**config.mk**
```make
export PLATFORM = sky130hd
export DESIGN_NAME = byte_serializer
export DESIGN_NICKNAME = d
export VERILOG_FILES = /design/src/rtl/byte_serializer.sv
export SDC_FILE = /design/constraint.sdc
export NUM_CORES = 1
export LEC_CHECK = 0
export CAP_MARGIN = 30
export CORE_UTILIZATION = 51
export DETAILED_ROUTE_END_ITERATION = 6
export HOLD_SLACK_MARGIN = 0.02
export MAX_ROUTING_LAYER = met4
export PLACE_DENSITY_LB_ADDON = 0.15
export SYNTH_ARGS = -nofsm -noshare
export SYNTH_HDL_FRONTEND = slang
export SYNTH_SLANG_ARGS = --single-unit
```
**constraint.sdc**
```tcl
create_clock -name clk -period 2.05 [get_ports clk]
set_input_delay 0.41 -clock clk [delete_from_list [all_inputs] [get_ports clk]]
set_output_delay 0.41 -clock clk [all_outputs]
set_load 0.1 [all_outputs]
```
**src/rtl/byte_serializer.sv**
```systemverilog
// Parallel-to-serial unloader: accepts one WIDTH-bit word over valid/ready and
// shifts it out one bit per accepted beat, with downstream backpressure and a clock enable.
module byte_serializer #(
    parameter int WIDTH     = 8,
    parameter bit MSB_FIRST = 1'b1
) (
    input  logic             clk,
    input  logic             rst,
    input  logic             en,
    input  logic             in_valid,
    input  logic [WIDTH-1:0] in_data,
    output logic             in_ready,
    input  logic             ser_ready,
    output logic             ser_valid,
    output logic             ser_out,
    output logic             ser_last,
    output logic             busy
);

    localparam int CNT_W = $clog2(WIDTH);
    localparam logic [CNT_W-1:0] LAST_CNT = CNT_W'(WIDTH - 1);

    typedef enum logic {
        IDLE  = 1'b0,
        SHIFT = 1'b1
    } state_e;

    state_e           state_q;
    logic [WIDTH-1:0] shreg_q;
    logic [WIDTH-1:0] shreg_d;
    logic [CNT_W-1:0] cnt_q;
    logic [CNT_W-1:0] cnt_d;
    logic             valid_q;
    logic             last_q;
    logic             busy_q;
    logic             load;
    logic             beat;

    // in_ready is gated by rst directly so it drops the moment reset asserts.
    assign in_ready  = rst & (state_q == IDLE);
    assign load      = in_valid & in_ready & en;
    assign beat      = valid_q & ser_ready & en;

    assign ser_valid = valid_q;
    assign ser_last  = last_q;
    assign busy      = busy_q;
    assign ser_out   = valid_q & (MSB_FIRST ? shreg_q[WIDTH-1] : shreg_q[0]);

    // Shift toward the output end with zero fill; after WIDTH beats the register is empty.
    always_comb begin
        shreg_d = MSB_FIRST ? {shreg_q[WIDTH-2:0], 1'b0} : {1'b0, shreg_q[WIDTH-1:1]};
        cnt_d   = cnt_q + CNT_W'(1);
    end

    always_ff @(posedge clk or negedge rst) begin
        if (!rst) begin
            state_q <= IDLE;
            shreg_q <= '0;
            cnt_q   <= '0;
            valid_q <= 1'b0;
            last_q  <= 1'b0;
            busy_q  <= 1'b0;
        end else begin
            case (state_q)
                IDLE: begin
                    if (load) begin
                        shreg_q <= in_data;
                        cnt_q   <= '0;
                        last_q  <= 1'b0;
                        valid_q <= 1'b1;
                        busy_q  <= 1'b1;
                        state_q <= SHIFT;
                    end
                end
                SHIFT: begin
                    if (beat) begin
                        shreg_q <= shreg_d;
                        if (last_q) begin
                            cnt_q   <= '0;
                            last_q  <= 1'b0;
                            valid_q <= 1'b0;
                            busy_q  <= 1'b0;
                            state_q <= IDLE;
                        end else begin
                            cnt_q  <= cnt_d;
                            last_q <= (cnt_d == LAST_CNT);
                        end
                    end
                end
                default: state_q <= IDLE;
            endcase
        end
    end

endmodule

```
**Yosys cells after proc, flatten, opt, wreduce, memory -nomap -nowiden**

Index checks and enable logic that the tools add are counted.
Widths: inputs -> output; s select.

- Equality and inequality tests: 4
- Muxes and demuxes: 19
- Add/sub/neg operators: 1
- Bitwise logic cells: 7
- Reductions and logical operators: 2

Operators by type and width:

| cell | count |
|---|---|
| $mux 8 | 2 |
| $pmux 8 s2 | 1 |
| $mux 1 | 9 |
| $mux 3 | 3 |
| $and 1x1->1 | 6 |
| $pmux 1 s2 | 3 |
| $pmux 3 s2 | 1 |
| $ne 2x1->1 const B | 2 |
| $add 3x1->3 const B | 1 |
| $eq 3x3->1 const B | 1 |
| $reduce_and 3->1 | 1 |
| $ne 2x2->1 const B | 1 |
| $reduce_and 2->1 | 1 |
| $not 1->1 | 1 |

- Word-level logic and storage cells: 38
- Bits in registers: 14
- Bits of input ports: 13
- Output and inout port bits: 5

**Depth between registers and ports, before layout**

Gate-level depths: netlist (run 1).

- Word-level depth: 6
- Gate-level depth with buffers: 4
- Depth with buffers taken out: 4

**Worst setup path after synthesis (run 1)**

No wires, ideal clock.

- Path kind: register to output
- Start point: register state_q
- End point: output port in_ready
- Stages on the path, launching flop included: 3
- Path slack: -257 ps
- Data required time: 1640 ps
- Buffers on the path: 1
- Data arrival time: 1897 ps
- Path through: dfrtp_1 -> buf_6 -> nor2b_1

- Longest elaborated chain between the ends: 2

RTL lines:

| element | RTL line | text |
|---|---|---|
| from (decl) | 28 | `state_e state_q;` |
| from (signal assigned) | 57 | `state_q <= IDLE;` |
| from (signal assigned) | 72 | `state_q <= SHIFT;` |
| from (signal assigned) | 83 | `state_q <= IDLE;` |
| $not 1->1 | - |  |
| $and 1x1->1 | 40 | `assign in_ready = rst & (state_q == IDLE);` |
| to (decl) | 12 | `output logic in_ready,` |

No other way between the ends.

**Worst setup path in the final report (run 1)**

- Start point: input port rst
- End point: output port in_ready

- Longest elaborated chain between the ends: 1

RTL lines:

| element | RTL line | text |
|---|---|---|
| from (decl) | 8 | `input logic rst,` |
| $and 1x1->1 | 40 |  |

No other way between the ends.

==> run metrics, run 1 <==
Setup Skew=approximately 0.0028 ns; top cells by count, synth=dfrtp_1 (14), mux2_2 (14), nand3_1 (5); HP Class=reg2reg; initial antenna violation count=0; cts repair resizes=0; Initial DRC Count=7; Final Core Density=0.746; relative slew slack=0.658; count of final hold-check violations=0; status=finished clean; clock latency at the later pin of the worst-skew pair=roughly 0.28 ns; synth top area cells=dfrtp_1 (47%), mux2_2 (21%), o41ai_1 (3.5%), ha_1 (3.3%), nand3_1 (3.3%); Crit Path Class=in2out; vias per std cell=about 5.9; Post-synth ARST share=1.00; CP endpoint kind=primary output; vias in the first global route=496; Crit Path Max Fanout=3; dominant synthesized flop cell=dfrtp_1; drt drc=0; Req. time, crit path=between 1.5 and 2 ns; final setup fails=0; Final Cycle Share=0.879; Yosys cell types=19; die extent in x=between 40 and 50 um; DPL Wire Length=roughly 1.0 mm; multi-input logic area=approximately 370 um2; Post CTS Setup Buffer Count=0; RSZ-0062 raised after global routing=false; clock transition at the registers of the reported paths=approximately 0.09 ns; Pint=0.573 mW; grt ovf=0; combinational power share=0.344; DIE AREA=about 1600 um2; Worst Path Arrival=about 1.4 ns; final instance area=~990 um2; Fin Setup TNS=0 ns; 1st-pass router iterations=3; clock sinks=14; sw power=~0.32 mW; wire length of the first global-routing pass=roughly 2.1 mm; initial core utilization=0.563; Yosys reg bits=14; fillcell total=approximately 100; area leader, netlist=dfrtp_1; Vias=around 560; routability cong.=between 0.7 and 0.8; IO Pins=18; share of the synthesized area in the top cell type=0.467; total wire length=around 1.4 mm; Antenna diodes=0; Core Area=~1300 um2; crit path time final=between 1.5 and 2 ns; Die Ht=40.4 um; Post-Syn Area=between 700 and 800 um2; final worst slack=about 0.25 ns; CTS tree=yes; Net Sw Frac=0.360; share of cells above drive strength 1=0.392; cts hold-fix bufs=0; synth warn=0; Max-Cap Viols=0; Clock Path Buffers=2; Clk pwr share=0.223; Total GRT Usage=0.209; # H-tree levels=1; startpoint types=input pin; antenna-violating nets left=0; port bufs=17; Syn Inst Count=59; Seq pwr share=0.433; Area Growth Syn to Fin=32.5%; TritonCTS Buffers=3; Row Count=13; DR WL/cell=between 10 and 15 um; synthesized area per cell=roughly 13 um2; LEAKAGE=roughly 0.47 nW; register area share after synthesis=0.467; dpl ws=between 0.1 and 0.15 ns; CTS root buffer=clkbuf_4; register area=352 um2; placed inst area=958 um2; nets=95; Post-synth EDFFs=0; Final Max Slew Viols=0; Worst VDD drop=roughly 0.63 mV; Peak Freq=555 MHz; Worst Tran Pin Value=between 0.5 and 0.6 ns; largest net degree at the start of global routing=15; Syn Nets=74; Pwr Density=around 900 nW/um2
==> logic make-up (layout without fill, tap and decap cells) <==
logic type | count (synthesis) | in the layout | share of synthesized area
fa+ha+maj | 2 | 2 | 0.0333
compound gates | 8 | 8 | 0.0767
flops | 14 | 14 | 0.467
buf+inv | 5 | 25 | 0.0400
mux | 14 | 14 | 0.210
simple gates | 16 | 16 | 0.173
==> per-layer routing <==
metal / up-vias / track usage / routed length, um
li1: 261 / - / -
met1: 274 / 0.263 / 644
met2: 15 / 0.302 / 648
met3: 5 / 0.0500 / 59
met4: 0 / 0.125 / 32
met5: - / - / 0
==> path summary, 6_finish.rpt <==
path,from,end,slack (ns),cells past startpoint
worst max-delay path,rst,in_ready,0.25,3
worst min-delay path,shreg_q[6],shreg_q[6],0.51,1
worst max register to register,state_q,shreg_q[4],0.46,3
worst min register to register,shreg_q[6],shreg_q[6],0.51,1
max in group asynchronous,rst,busy,1.30,2
min in group asynchronous,rst,busy,0.58,2
==> worst max-delay path: stages <==
cell	delay, ns
clkdlybuf4s50_1	0.56
nor2b_2	0.23
buf_12	0.19
==> power groups by stage <==
| stage | clock (mW) | sequential [mW] | combinational [mW] |
|---|---|---|---|
| after global routing | 0.218 | 0.394 | 0.330 |
| final | 0.200 | 0.388 | 0.308 |
| after detailed placement | 0 | 0.393 | 0.310 |
| after global placement | 0 | 0.388 | 0.303 |
| after CTS | 0.201 | 0.388 | 0.311 |
| after floorplan | 0 | 0.426 | 0.174 |
==> metrics by stage <==
| step | power, mW | hold slack (ns) | cells |
|---|---|---|---|
| after floorplan | 0.600 | 0.114 | 59 |
| after global placement | 0.691 | 0.486 | 90 |
| after detailed placement | 0.703 | 0.494 | 90 |
| after CTS | 0.901 | 0.514 | 94 |
| after global routing | 0.942 | 0.539 | 94 |
| final | 0.896 | 0.513 | 94 |
==> registers in the layout, summed over array words and instances, names as in the netlist <==
name / flops
cnt_q: 3
state_q: 1
ser_last: 1
busy: 1
shreg_q: 8
==> placed cells by master, fill, tap and decap left out, types with 2 or more instances in the layout <==
cell              n
mux2_2           14
dfrtp_1          13
clkdlybuf4s50_1  12
nand3_1           5
inv_1             3
o21ai_0           3
o41ai_1           3
clkbuf_4          3
buf_12            3
buf_4             3
nor2b_1           2
nand2_1           2
ha_1              2
==> final cells by class <==
cell class,instances,share of cell area
repair buffers,18,0.204
clock buffers,4,0.0365
multi-input cells,40,0.376
inverters,3,0.0113
flip-flops and latches,14,0.353
well taps,15,0.0189
No activity file was read; power rests on OpenSTA's default activity.
==> run 2, diff against run 1 <==
--- a/config.mk
+++ b/config.mk
@@ -6,7 +6,9 @@
 export NUM_CORES = 1
 export LEC_CHECK = 0
 export CAP_MARGIN = 30
-export CORE_UTILIZATION = 51
+export CORE_MARGIN = 4
+export CORE_UTILIZATION = 54
+export CTS_BUF_LIST = sky130_fd_sc_hd__clkbuf_4 sky130_fd_sc_hd__clkbuf_8
 export DETAILED_ROUTE_END_ITERATION = 6
 export HOLD_SLACK_MARGIN = 0.02
 export MAX_ROUTING_LAYER = met4
==> run metrics, run 2 (synthesized netlist as in run 1, its figures left out) <==
status=finished clean; CTS root buffer=clkbuf_4; clock transition at the registers of the reported paths=0.08 ns (about the same); CP endpoint kind=primary output; port bufs=17 (unchanged); Req. time, crit path=1.64 ns (about the same); wire length of the first global-routing pass=2.55 mm (+22%); Post CTS Setup Buffer Count=0 (unchanged); Final Max Slew Viols=0 (unchanged); TritonCTS Buffers=3 (unchanged); FF-to-FF setup slack=0.57 ns (+0.11 ns); max reg flops=8 (unchanged); die extent in x=45.3 um (+12%); HP Class=in2async; crit path time final=1.83 ns (+0.0242 ns); Core Area=1300 um2 (-2.4%); Antenna diodes=0 (unchanged); largest net degree at the start of global routing=13 (-2); 1st-pass router iterations=4 (+1); count of final hold-check violations=0 (unchanged); Initial DRC Count=12 (+5); Reg with most FFs=shreg_q; LEAKAGE=0.480 nW (+1.2%); Crit Path Max Fanout=5 (+2); r2r startpoint=state_q; FF-to-FF End=shreg_q[7]; Die Ht=45.3 um (+12%); nets=97 (+2.1%); initial antenna violation count=0 (unchanged); final setup fails=0 (unchanged); fillcell total=96 (-6.8%); startpoint types=input pin; DPL Wire Length=1.18 mm (+16%); Final Cycle Share=0.891 (+0.0118); IO Pins=18 (unchanged); clock latency at the later pin of the worst-skew pair=0.28 ns (about the same); Regs by FF count=shreg_q: 8 flops, cnt_q: 3 flops; clock sinks=14 (unchanged); Worst Tran Pin Value=0.520 ns (+0.00650 ns); # H-tree levels=1 (unchanged); cts repair resizes=0 (unchanged); RSZ-0062 raised after global routing=false; grt ovf=0 (unchanged); vias in the first global route=571 (+15%); DIE AREA=2050 um2 (+26%); Vias=569 (+2.5%); register area=352 um2 (unchanged); Clock Path Buffers=2 (unchanged); DR WL/cell=15.7 um (+6.8%); Row Count=13 (unchanged); Fin Setup TNS=0 ns (unchanged); CTS tree=yes; share of cells above drive strength 1=0.407 (+0.0150); Total GRT Usage=0.182 (-0.0271); cts hold-fix bufs=0 (unchanged); initial core utilization=0.577 (+0.0141); Pwr Density=879 nW/um2 (-2.5%); relative slew slack=0.653 (-0.00433); commonest non-fill, non-tap cell in the layout=mux2_2; multi-input logic area=374 um2 (unchanged); Area Growth Syn to Fin=33.7%; Max-Cap Viols=0 (unchanged); Worst VDD drop=0.782 mV (+24%); Peak Freq=548 MHz (-1.3%); drt drc=0 (unchanged); total wire length=1.51 mm (+9.0%); Setup Skew=0.00726 ns (+0.00443 ns); R2R depth=3 (unchanged); Worst Path Arrival=1.42 ns (+0.03 ns); routability cong.=0.787 (+4.5%); commonest cells after routing, fill and taps aside=mux2_2 (14), dfrtp_1 (13), clkdlybuf4s50_1 (12), nand3_1 (5), buf_4 (5); Final Core Density=0.771 (+0.0254); Crit Path Class=in2out; antenna-violating nets left=0 (unchanged); vias per std cell=5.93 (+0.39%)
[run 2: cell count changes in the layout (fill, tap and decap cells not counted), sizes merged]
cell and delta:
buf +2
[run 2: how the worst max path moves through the flow]
| stage | endpoint | depth (start not counted) | start | slack [ns] |
|---|---|---|---|---|
| floorplan | in_ready | 2 | state_q | 0.28 |
| global placement | in_ready | 3 | rst | 0.21 |
| detailed placement | shreg_q[7] | 4 | en | 0.18 |
| CTS | in_ready | 3 | rst | 0.21 |
| global route | in_ready | 3 | rst | 0.17 |
| finish | in_ready | 3 | rst | 0.22 |
[run 2: report_power, final]
group	internal [mW]	switching [mW]	leakage [nW]
logic	0.140	0.176	0.283
clock network	0.0887	0.0887	0.0184
registers	0.328	0.0603	0.178
total	0.557	0.325	0.480
[run 2: critical path, cell delays in order]
cell and delay [ns]:
clkdlybuf4s50_1 0.59, nor2b_2 0.23, buf_12 0.19
[run 2: through the flow]
stage	instances	cell area [um2]	setup WS (ns)	total power, mW	hold slack [ns]
2_1_floorplan	59	756	0.275	0.600	0.114
3_3_place_gp	92	973	0.207	0.689	0.487
3_5_place_dp	92	973	0.184	0.712	0.492
4_1_cts	96	1000	0.215	0.891	0.341
5_1_grt	96	1000	0.167	0.929	0.336
6_report	96	1000	0.224	0.882	0.345
[run 2: metal layers]
metal,part of all wire,wire (um),vias up,GRT usage
met5,0,0,-,-
met4,0.025,37,0,0.105
met3,0.068,103,5,0.0239
met1,0.40,600,281,0.218
li1,-,-,264,-
met2,0.51,768,19,0.291
[run 2: cell type report]
class / count / share of cell area
tap: 15 / 0.0187
inverter: 3 / 0.0112
timing repair buffer: 20 / 0.217
clock buffer: 4 / 0.0299
sequential: 14 / 0.350
multi-input combinational: 40 / 0.373
==> run 3, diff against run 2 <==
--- a/config.mk
+++ b/config.mk
@@ -5,8 +5,8 @@
 export SDC_FILE = /design/constraint.sdc
 export NUM_CORES = 1
 export LEC_CHECK = 0
-export CAP_MARGIN = 30
-export CORE_MARGIN = 4
+export CAP_MARGIN = 20
+export CORE_MARGIN = 1
 export CORE_UTILIZATION = 54
 export CTS_BUF_LIST = sky130_fd_sc_hd__clkbuf_4 sky130_fd_sc_hd__clkbuf_8
 export DETAILED_ROUTE_END_ITERATION = 6
==> run metrics, run 3 (synthesized netlist as in run 1, its figures left out) <==
1st-pass router iterations=4 (unchanged); Final Max Slew Viols=0 (unchanged); Seq pwr share=0.429 (-0.011); initial core utilization=0.577 (unchanged); port bufs=17 (unchanged); Fin Setup TNS=0 ns (unchanged); Area Growth Syn to Fin=32.5%; # H-tree levels=1 (unchanged); RSZ-0062 raised after global routing=false; CP peak stage delay=0.57 ns (-0.02 ns); HP Class=reg2reg; Crit Path Class=in2out; startpoint types=input pin; Row Count=13 (unchanged); Core Area=1300 um2 (unchanged); Worst Tran Pin Value=0.517 ns (-0.00306 ns); vias in the first global route=513 (-10%); r2r startpoint=state_q; commonest non-fill, non-tap cell in the layout=mux2_2; Antenna diodes=0 (unchanged); combinational power share=0.352 (-0.007); Crit Path Max Fanout=3 (-2); sw power=0.327 mW (+0.51%); commonest cells after routing, fill and taps aside=mux2_2 (14), dfrtp_1 (13), clkdlybuf4s50_1 (12), nand3_1 (5); Clk pwr share=0.219 (+0.018); clock transition at the registers of the reported paths=0.09 ns (about the same); Worst Path Arrival=1.41 ns (about the same); total wire length=1.46 mm (-3.0%); Hold Crit Start=shreg_q[6]; max reg flops=8 (unchanged); TritonCTS Buffers=3 (unchanged); grt ovf=0 (unchanged); Max-Cap Viols=0 (unchanged); IO Pins=18 (unchanged); drt drc=0 (unchanged); CP endpoint kind=primary output; Net Sw Frac=0.362 (-0.00636); status=finished clean; vias per std cell=5.78 (-2.5%); worst path cell trace=clkdlybuf4s50_1, nor2b_2, buf_12; count of final hold-check violations=0 (unchanged); fillcell total=92 (-4.2%); Worst VDD drop=0.703 mV (-10%); hold path depth=1; FF-to-FF setup slack=0.45 ns (-0.12 ns); Die Ht=39.3 um (-13%); Post CTS Setup Buffer Count=0 (unchanged); Regs by FF count=shreg_q: 8 flops, cnt_q: 3 flops; share of cells above drive strength 1=0.392 (-0.0150); Worst path depth=3 (unchanged); Hold EP=shreg_q[6]; Final Cycle Share=0.888 (-0.00294); Reg with most FFs=shreg_q; crit path time final=1.82 ns (-0.00602 ns); initial antenna violation count=0 (unchanged); Peak Freq=549 MHz (+0.33%); Total GRT Usage=0.249 (+0.0669); clock sinks=14 (unchanged); wire length of the first global-routing pass=2.42 mm (-4.9%); register area=352 um2 (unchanged); DPL Wire Length=1.01 mm (-15%); Crit path buffers/inverters=2 (unchanged); Pwr Density=907 nW/um2 (+3.2%); final worst slack=0.230 ns (+0.00602 ns); DR WL/cell=15.6 um (-0.99%); Req. time, crit path=1.64 ns (about the same); largest net degree at the start of global routing=15 (+2); nets=95 (-2.1%); multi-input logic area=374 um2 (unchanged); Worst path top cell family by delay=buffers and inverters; antenna-violating nets left=0 (unchanged); Slowest-stage cell, CP=clkdlybuf4s50_1; cts repair resizes=0 (unchanged); die extent in x=39.3 um (-13%); LEAKAGE=0.474 nW (-1.2%); final setup fails=0 (unchanged); Pint=0.575 mW (+3.3%); FF-to-FF End=shreg_q[7]; CTS tree=yes; Vias=543 (-4.6%); clock latency at the later pin of the worst-skew pair=0.27 ns (about the same); CTS root buffer=clkbuf_4; R2R depth=3 (unchanged); Final Hold Slack=0.516 ns (+0.171 ns); Initial DRC Count=12 (unchanged); cts hold-fix bufs=0 (unchanged); DIE AREA=1540 um2 (-25%); relative slew slack=0.655 (+0.00204); dpl ws=0.112 ns (-0.0718 ns); Setup Skew=0.00162 ns (-0.00564 ns); routability cong.=0.772 (-2.0%); Clock Path Buffers=2 (unchanged)
-- run 3: cell types whose count changed in the layout (fill, tap and decap cells not counted) --
cell      change
buf_4         -2
clkbuf_4      -1
clkbuf_8      +1
-- run 3: final cells by class --
cell class / instances / share of cell area
clock buffers: 4 / 0.0365
inverters: 3 / 0.0113
multi-input cells: 40 / 0.376
flip-flops and latches: 14 / 0.353
well taps: 15 / 0.0189
repair buffers: 18 / 0.204
-- run 3: how the worst max path moves through the flow --
stage                       start          to
after floorplan           state_q    in_ready
after global placement         en  shreg_q[7]
after detailed placement       en  shreg_q[2]
after CTS                     rst    in_ready
after global routing          rst    in_ready
final                         rst    in_ready
-- run 3: power groups by stage --
stage                     Combinational, mW  Sequential [mW]  Clock, mW
final                                 0.317            0.387      0.198
after global routing                  0.345            0.398      0.208
after CTS                             0.320            0.386      0.200
after detailed placement              0.316            0.391          0
after global placement                0.303            0.388          0
after floorplan                       0.174            0.426          0
-- run 3: per-stage QoR --
step	instance area [um2]	power, mW	util	instances
after floorplan	756	0.600	-	59
after global placement	958	0.691	0.737	90
after detailed placement	958	0.707	0.737	90
after CTS	995	0.906	0.764	94
after global routing	995	0.951	0.764	94
final	995	0.902	0.764	94
-- run 3: metal layers --
metal  vias to the layer above  share of wire  GRT usage
li1                        259              -          -
met1                       256           0.43      0.320
met2                        24           0.49      0.388
met3                         4          0.067     0.0341
met4                         0          0.014      0.121
met5                         -              0          -
